--- src/rtl/snd_mix4.sv ---
// Four-channel signed audio mixer: per-channel 4.4 gain, two-stage clock-enabled
// pipeline (multiply, then sum / floor-shift / saturate).
module snd_mix4 #(
   parameter int unsigned w0   = 16,
   parameter int unsigned w1   = 16,
   parameter int unsigned w2   = 16,
   parameter int unsigned w3   = 16,
   parameter int unsigned wout = 16
) (
   input  logic                   clk,
   input  logic                   rst_n,
   input  logic                   cen,
   input  logic signed [w0-1:0]   ch0,
   input  logic signed [w1-1:0]   ch1,
   input  logic signed [w2-1:0]   ch2,
   input  logic signed [w3-1:0]   ch3,
   input  logic        [7:0]      gain0,
   input  logic        [7:0]      gain1,
   input  logic        [7:0]      gain2,
   input  logic        [7:0]      gain3,
   output logic signed [wout-1:0] mixed
);

   localparam int unsigned PW = wout + 9;
   localparam int unsigned SW = wout + 11;

   localparam logic signed [wout-1:0] OUT_MAX = {1'b0, {(wout-1){1'b1}}};
   localparam logic signed [wout-1:0] OUT_MIN = {1'b1, {(wout-1){1'b0}}};

   generate
      if (w0 > wout || w1 > wout || w2 > wout || w3 > wout) begin : g_width_chk
         $error("snd_mix4: every channel width must be <= wout");
      end
   endgenerate

   logic signed [wout-1:0] ch_x   [4];
   logic signed [PW-1:0]   gain_x [4];
   logic signed [PW-1:0]   prod   [4];
   logic signed [PW-1:0]   p_q    [4];
   logic signed [SW-1:0]   sum;
   logic signed [SW-1:0]   shr;
   logic signed [wout-1:0] sat;

   // Channels are integers: sign-extend only, gains become non-negative signed operands.
   always_comb begin
      ch_x[0]   = wout'(ch0);
      ch_x[1]   = wout'(ch1);
      ch_x[2]   = wout'(ch2);
      ch_x[3]   = wout'(ch3);
      gain_x[0] = PW'($signed({1'b0, gain0}));
      gain_x[1] = PW'($signed({1'b0, gain1}));
      gain_x[2] = PW'($signed({1'b0, gain2}));
      gain_x[3] = PW'($signed({1'b0, gain3}));
      for (int i = 0; i < 4; i++) begin
         prod[i] = PW'(ch_x[i]) * gain_x[i];
      end
   end

   // Stage 1: register raw products; the 4.4 scaling is applied after the sum.
   always_ff @(posedge clk or negedge rst_n) begin
      if (!rst_n) begin
         for (int i = 0; i < 4; i++) p_q[i] <= '0;
      end else if (cen) begin
         for (int i = 0; i < 4; i++) p_q[i] <= prod[i];
      end
   end

   // Sum is wide enough that it cannot overflow; >>> floors toward minus infinity.
   always_comb begin
      sum = SW'(p_q[0]) + SW'(p_q[1]) + SW'(p_q[2]) + SW'(p_q[3]);
      shr = sum >>> 4;
      sat = shr[wout-1:0];
      if (shr > SW'(OUT_MAX)) begin
         sat = OUT_MAX;
      end else if (shr < SW'(OUT_MIN)) begin
         sat = OUT_MIN;
      end
   end

   // Stage 2: saturated output register.
   always_ff @(posedge clk or negedge rst_n) begin
      if (!rst_n) begin
         mixed <= '0;
      end else if (cen) begin
         mixed <= sat;
      end
   end

endmodule

--- config.mk ---
export PLATFORM = sky130hd
export DESIGN_NAME = snd_mix4
export DESIGN_NICKNAME = d
export VERILOG_FILES = /design/src/rtl/snd_mix4.sv
export SDC_FILE = /design/constraint.sdc
export NUM_CORES = 2
export LEC_CHECK = 0
export BUFFER_PORTS_ARGS = -buffer_cell sky130_fd_sc_hd__buf_4
export CAP_MARGIN = 25
export CORE_MARGIN = 8
export CORE_UTILIZATION = 40
export CTS_CLUSTER_DIAMETER = 30
export DETAILED_ROUTE_END_ITERATION = 8
export SLEW_MARGIN = 5
export SYNTH_ARGS = -nofsm -noshare
export SYNTH_HDL_FRONTEND = slang
export SYNTH_SLANG_ARGS = --single-unit
--- constraint.sdc ---
create_clock -name clk -period 5.3 [get_ports clk]
set_input_delay 0.795 -clock clk [delete_from_list [all_inputs] [get_ports clk]]
set_output_delay 0.795 -clock clk [all_outputs]
set_load 0.03 [all_outputs]
Yosys cells after proc, flatten, opt, wreduce, memory -nomap -nowiden
Cells that the tools add are included.
{ "classes": {"multipliers": 4, "magnitude_cmp": 2, "add_sub_neg": 3, "n_mux": 2} }
{ "op_table": {"columns": ["operator", "n"], "rows": [
  ["multiplier 16 x 9 -> 25 bit", 4],
  ["2-to-1 mux 16 bit", 2],
  ["adder 26 x 25 -> 27 bit", 1],
  ["adder 27 x 25 -> 27 bit", 1],
  ["adder 25 x 25 -> 26 bit", 1],
  ["> comparator 23 x 16 -> 1 bit, second input constant", 1],
  ["< comparator 23 x 16 -> 1 bit, second input constant", 1]
]} }
{ "word_totals": {"out_inout_bits": 16, "register_bits": 116, "in_bits": 99, "elab_cells": 16} }

Depth between registers and ports, before layout
{ "logic_depth": {"depth_word": 6, "mapped_depth": 23, "ltp_nobuf": 22} }

Least setup slack after synthesis
OpenSTA, ideal clock, no wires.
{ "synth_timing": {"path_kind": "input to register", "from": "input gain0[0]", "to": "register p_q[98] in the netlist's numbering", "setup_ns": 0.137, "n_path_buf": 1, "t_required_ns": 5.163, "cell_stages": 21, "slack_ns": -0.156, "t_arrival_ns": 5.318, "cell_sequence": "clkbuf_1 nand2_1 fa_1 fa_1 inv_1 ha_1 inv_1 fa_1 inv_1 ha_1 a21o_1 a21oi_1 o21ai_0 a21oi_1 o21a_1 o21ai_0 o41ai_1 o221ai_1 o21ai_0 xor2_1 mux2i_1"} }
{ "synth_between": {"elab_chain_cells": 1} }
{ "synth_rtl": {"columns": ["item", "line_no", "text"], "rows": [
  ["start: declaration", "17", "input logic [7:0] gain0,"],
  ["multiplier 16 x 9 -> 25 bit", "55", "prod[i] = PW'(ch_x[i]) * gain_x[i];"],
  ["end: declaration", "39", "logic signed [PW-1:0] p_q [4];"]
]} }
Every way passes these cells.
A chain may end at the register's enable or synchronous reset.

Worst setup path in the final report
{ "layout_timing": {"from": "input gain1[0]", "to": "register p_q[71] in the netlist's numbering"} }
{ "layout_between": {"elab_chain_cells": 1} }
{ "layout_rtl": {"columns": ["item", "line_no", "text"], "rows": [
  ["start: declaration", "18", "input logic [7:0] gain1,"],
  ["multiplier 16 x 9 -> 25 bit", "55", null]
]} }
Every way passes these cells.

==> reports/results.tsv <==
stage	metric	value	unit
run_status	status	complete, no violations	
setup_path	CP Launch Type	input port	
synth	Cell Area, Synth	24800	um^2
synth	number of flops mapped to enable cells by yosys	0	
final_layout	Nets	3751	
synth	Post-Synthesis Cells	2757	
drt	DR vias	18100	
drt	DRC errors left	0	
clocking	Root Driver	clkbuf_16	
setup_path	Crit. Startpoint	gain1[0]	
clocking	Post-CTS Resized	0	
place	port bufs	114	
synth	Distinct cells, synth	65	
drt	drt wl/cell	15.0	um
timing	Tcrit/Tclk final	95.3	%
synth	Avg Cell Area, Syn	9.00	um^2
clocking	# hold bufs at CTS	0	
drt	Avg Vias per Cell	4.80	
synth	register area share after synthesis	11.7	%
clocking	CTS tree	done	
floorplan	Die X	265	um
setup_path	worst-path maximum fanout	11	
grt	largest net degree at the start of global routing	86	
min_path	Hold Crit Class	in -> async	
clocking	H-tree Lvls	4	
timing	Hold Vio Cnt, Final	0	
final_layout	Diodes inserted	0	
timing	slew margin rel.	36.6	%
synth	asr flop ratio synth	100	%
place	GP Congestion	0.863	
grt	number of global-route vias before repair	19900	
setup_path	Critical Path End Type	flop	
grt	initial antenna violation count	2	
final_layout	share of layout cells above drive strength 1	10.7	%
timing	RSZ-0062 raised after global routing	false	
floorplan	I/O pin cnt	115	
synth	register bit total from synthesis	116	
floorplan	chip height	265	um
timing	Max Slew Vio Count	0	
place	post-DP HPWL	49.6	mm
timing	f_max	0.198	GHz
floorplan	die footprint	70300	um^2
timing	Final Skew	6.04	ps
final_layout	Syn-to-layout area delta	12.9	%
clocking	later-pin clock latency in the skew report	420	ps
floorplan	Starting Density	40.4	%
clocking	clock sinks	116	
drt	post-route ant nets	0	
setup_path	WS Path Type	in -> reg	
synth	Synth Flop Type	dfrtp_1	
grt	first-pass GRT wire length	97.9	mm
drt	First DRT Iteration DRCs	780	
drt	WL final	56.6	mm
timing	WHS	460	ps
clocking	CTS buffer count	17	
place	placed insts	3741	
grt	gr usage total	16.7	%
synth	share of the synthesized area in the top cell type	37.0	%
synth	largest area contributor in the netlist	fa_1	
setup_path	Worst R2R Start	p_q[4]$_DFFE_PN0P_	
setup_path	Arr. time, crit path	5330	ps
timing	fin crit period	5050	ps
clocking	CTS Buffer Depth	2	
drt	Detailed Routing Iterations Pass 1	5	
synth	total of warnings raised by yosys	0	
grt	total gr overflow	0	
job	Max Cap Violations	0	
synth	Synth area leaders	fa_1, dfrtp_1, ha_1	
synth	Mapped Nets	3538	
final_layout	Final Core Density	45.6	%
clocking	CTS clock-pin slew for the worst setup and hold paths	50	ps
clocking	postcts setup bufs	0	
floorplan	Core Area	61500	um^2
floorplan	num rows	91	
final_layout	Post-Layout Cell Count	3769	
timing	Tightest Pin Transition	950	ps
setup_path	Req. time, crit path	5580	ps
timing	# setup viols final	0	
cell families after synthesis:
group / after synthesis / synth area share, %
adder cells (fa/ha/maj): 682 / 48.2
XOR/XNOR: 99 / 3.60
multiplexers: 21 / 0.872
AND/OR/NAND/NOR: 770 / 16.2
buffers and inverters: 766 / 11.6
AO/OA/AOI/OAI: 303 / 7.78
flip-flops: 116 / 11.7
synth_stat cells, types with 20 or more instances:
cell type  instances
nor3_1            20
fa_1             458
xor2_1            32
xnor2_1           65
nand2_1          272
a21o_1            29
nand3_1           25
and2_1           331
o21ai_0          103
a21oi_1           72
inv_1            707
dfrtp_1          116
clkbuf_1          52
nor2_1            45
ha_1             224
layout make-up:
| type | instances | area, um^2 |
|---|---|---|
| repair buffers | 253 | 1900 |
| clock inverters | 4 | 25.0 |
| clock buffers | 24 | 502 |
| flip-flops and latches | 116 | 2900 |
| fillers | 5952 | 33500 |
| well taps | 790 | 988 |
| multi-input cells | 1875 | 19100 |
| inverters | 707 | 2650 |
critical path: stages:
cell,delay [ps]
buf_4,170
buf_4,160
nand2_1,80
fa_1,450
fa_1,540
inv_1,50
ha_1,270
inv_1,40
fa_1,510
inv_1,60
ha_1,270
a21o_1,180
a21o_1,180
a21o_1,170
a21o_1,200
a21oi_2,190
o211ai_1,170
nand3_1,130
nand4b_1,100
a21oi_1,190
xor2_1,310
mux2i_1,120
state kept, by name (all words and copies together) (netlist names):
| name | count |
|---|---|
| mixed | 16 |
| p_q | 100 |
metrics by stage:
step / setup WS (ps) / cell area (um^2) / TNS (ps)
final: 250 / 28000 / 0
after global routing: 2.59 / 28000 / 0
after CTS: 202 / 28000 / 0
after detailed placement: -235 / 27500 / -2990
after global placement: -181 / 27500 / -1230
after floorplan: 0.496 / 24800 / 0
path summary, 6_finish.rpt:
| path | depth (start not counted) | slack (ps) | endpoint |
|---|---|---|---|
| min reg2reg | 2 | 490 | p_q[74]$_DFFE_PN0P_ |
| min in group clk | 2 | 490 | p_q[74]$_DFFE_PN0P_ |
| max | 22 | 250 | p_q[71]$_DFFE_PN0P_ |
| max in group asynchronous | 2 | 3600 | p_q[19]$_DFFE_PN0P_ |
| min | 1 | 460 | mixed[9]$_DFFE_PN0P_ |
| max reg2reg | 15 | 510 | mixed[9]$_DFFE_PN0P_ |
placed cells by master, fill, tap and decap left out, types with 11 or more instances in the layout:
cell	Yosys	routed
o21ai_1	9	13
a21o_1	29	29
buf_4	1	253
o21a_1	11	11
and2_1	331	331
ha_1	224	224
nand2_1	272	272
xnor2_1	65	65
clkbuf_16	0	17
nor2_1	45	45
and3_1	12	12
o21ai_0	103	99
nand3_1	25	25
dfrtp_1	116	116
a21oi_2	10	14
or3_1	16	16
nor3_1	20	20
fa_1	458	458
xor2_1	32	32
inv_1	707	707
a21oi_1	72	68
mux2i_1	16	16
metal layers:
layer / vias to the layer above / GRT usage [%] / wire (um)
li1: 8703 / - / -
met1: 9134 / 21.3 / 25000
met2: 201 / 31.2 / 29600
met3: 44 / 1.78 / 1370
met4: 4 / 2.20 / 553
met5: - / 0 / 27
Power is left out: the tool's default activity adds up to more than one toggle a clock period on the data nets, which glitch-free logic cannot reach.
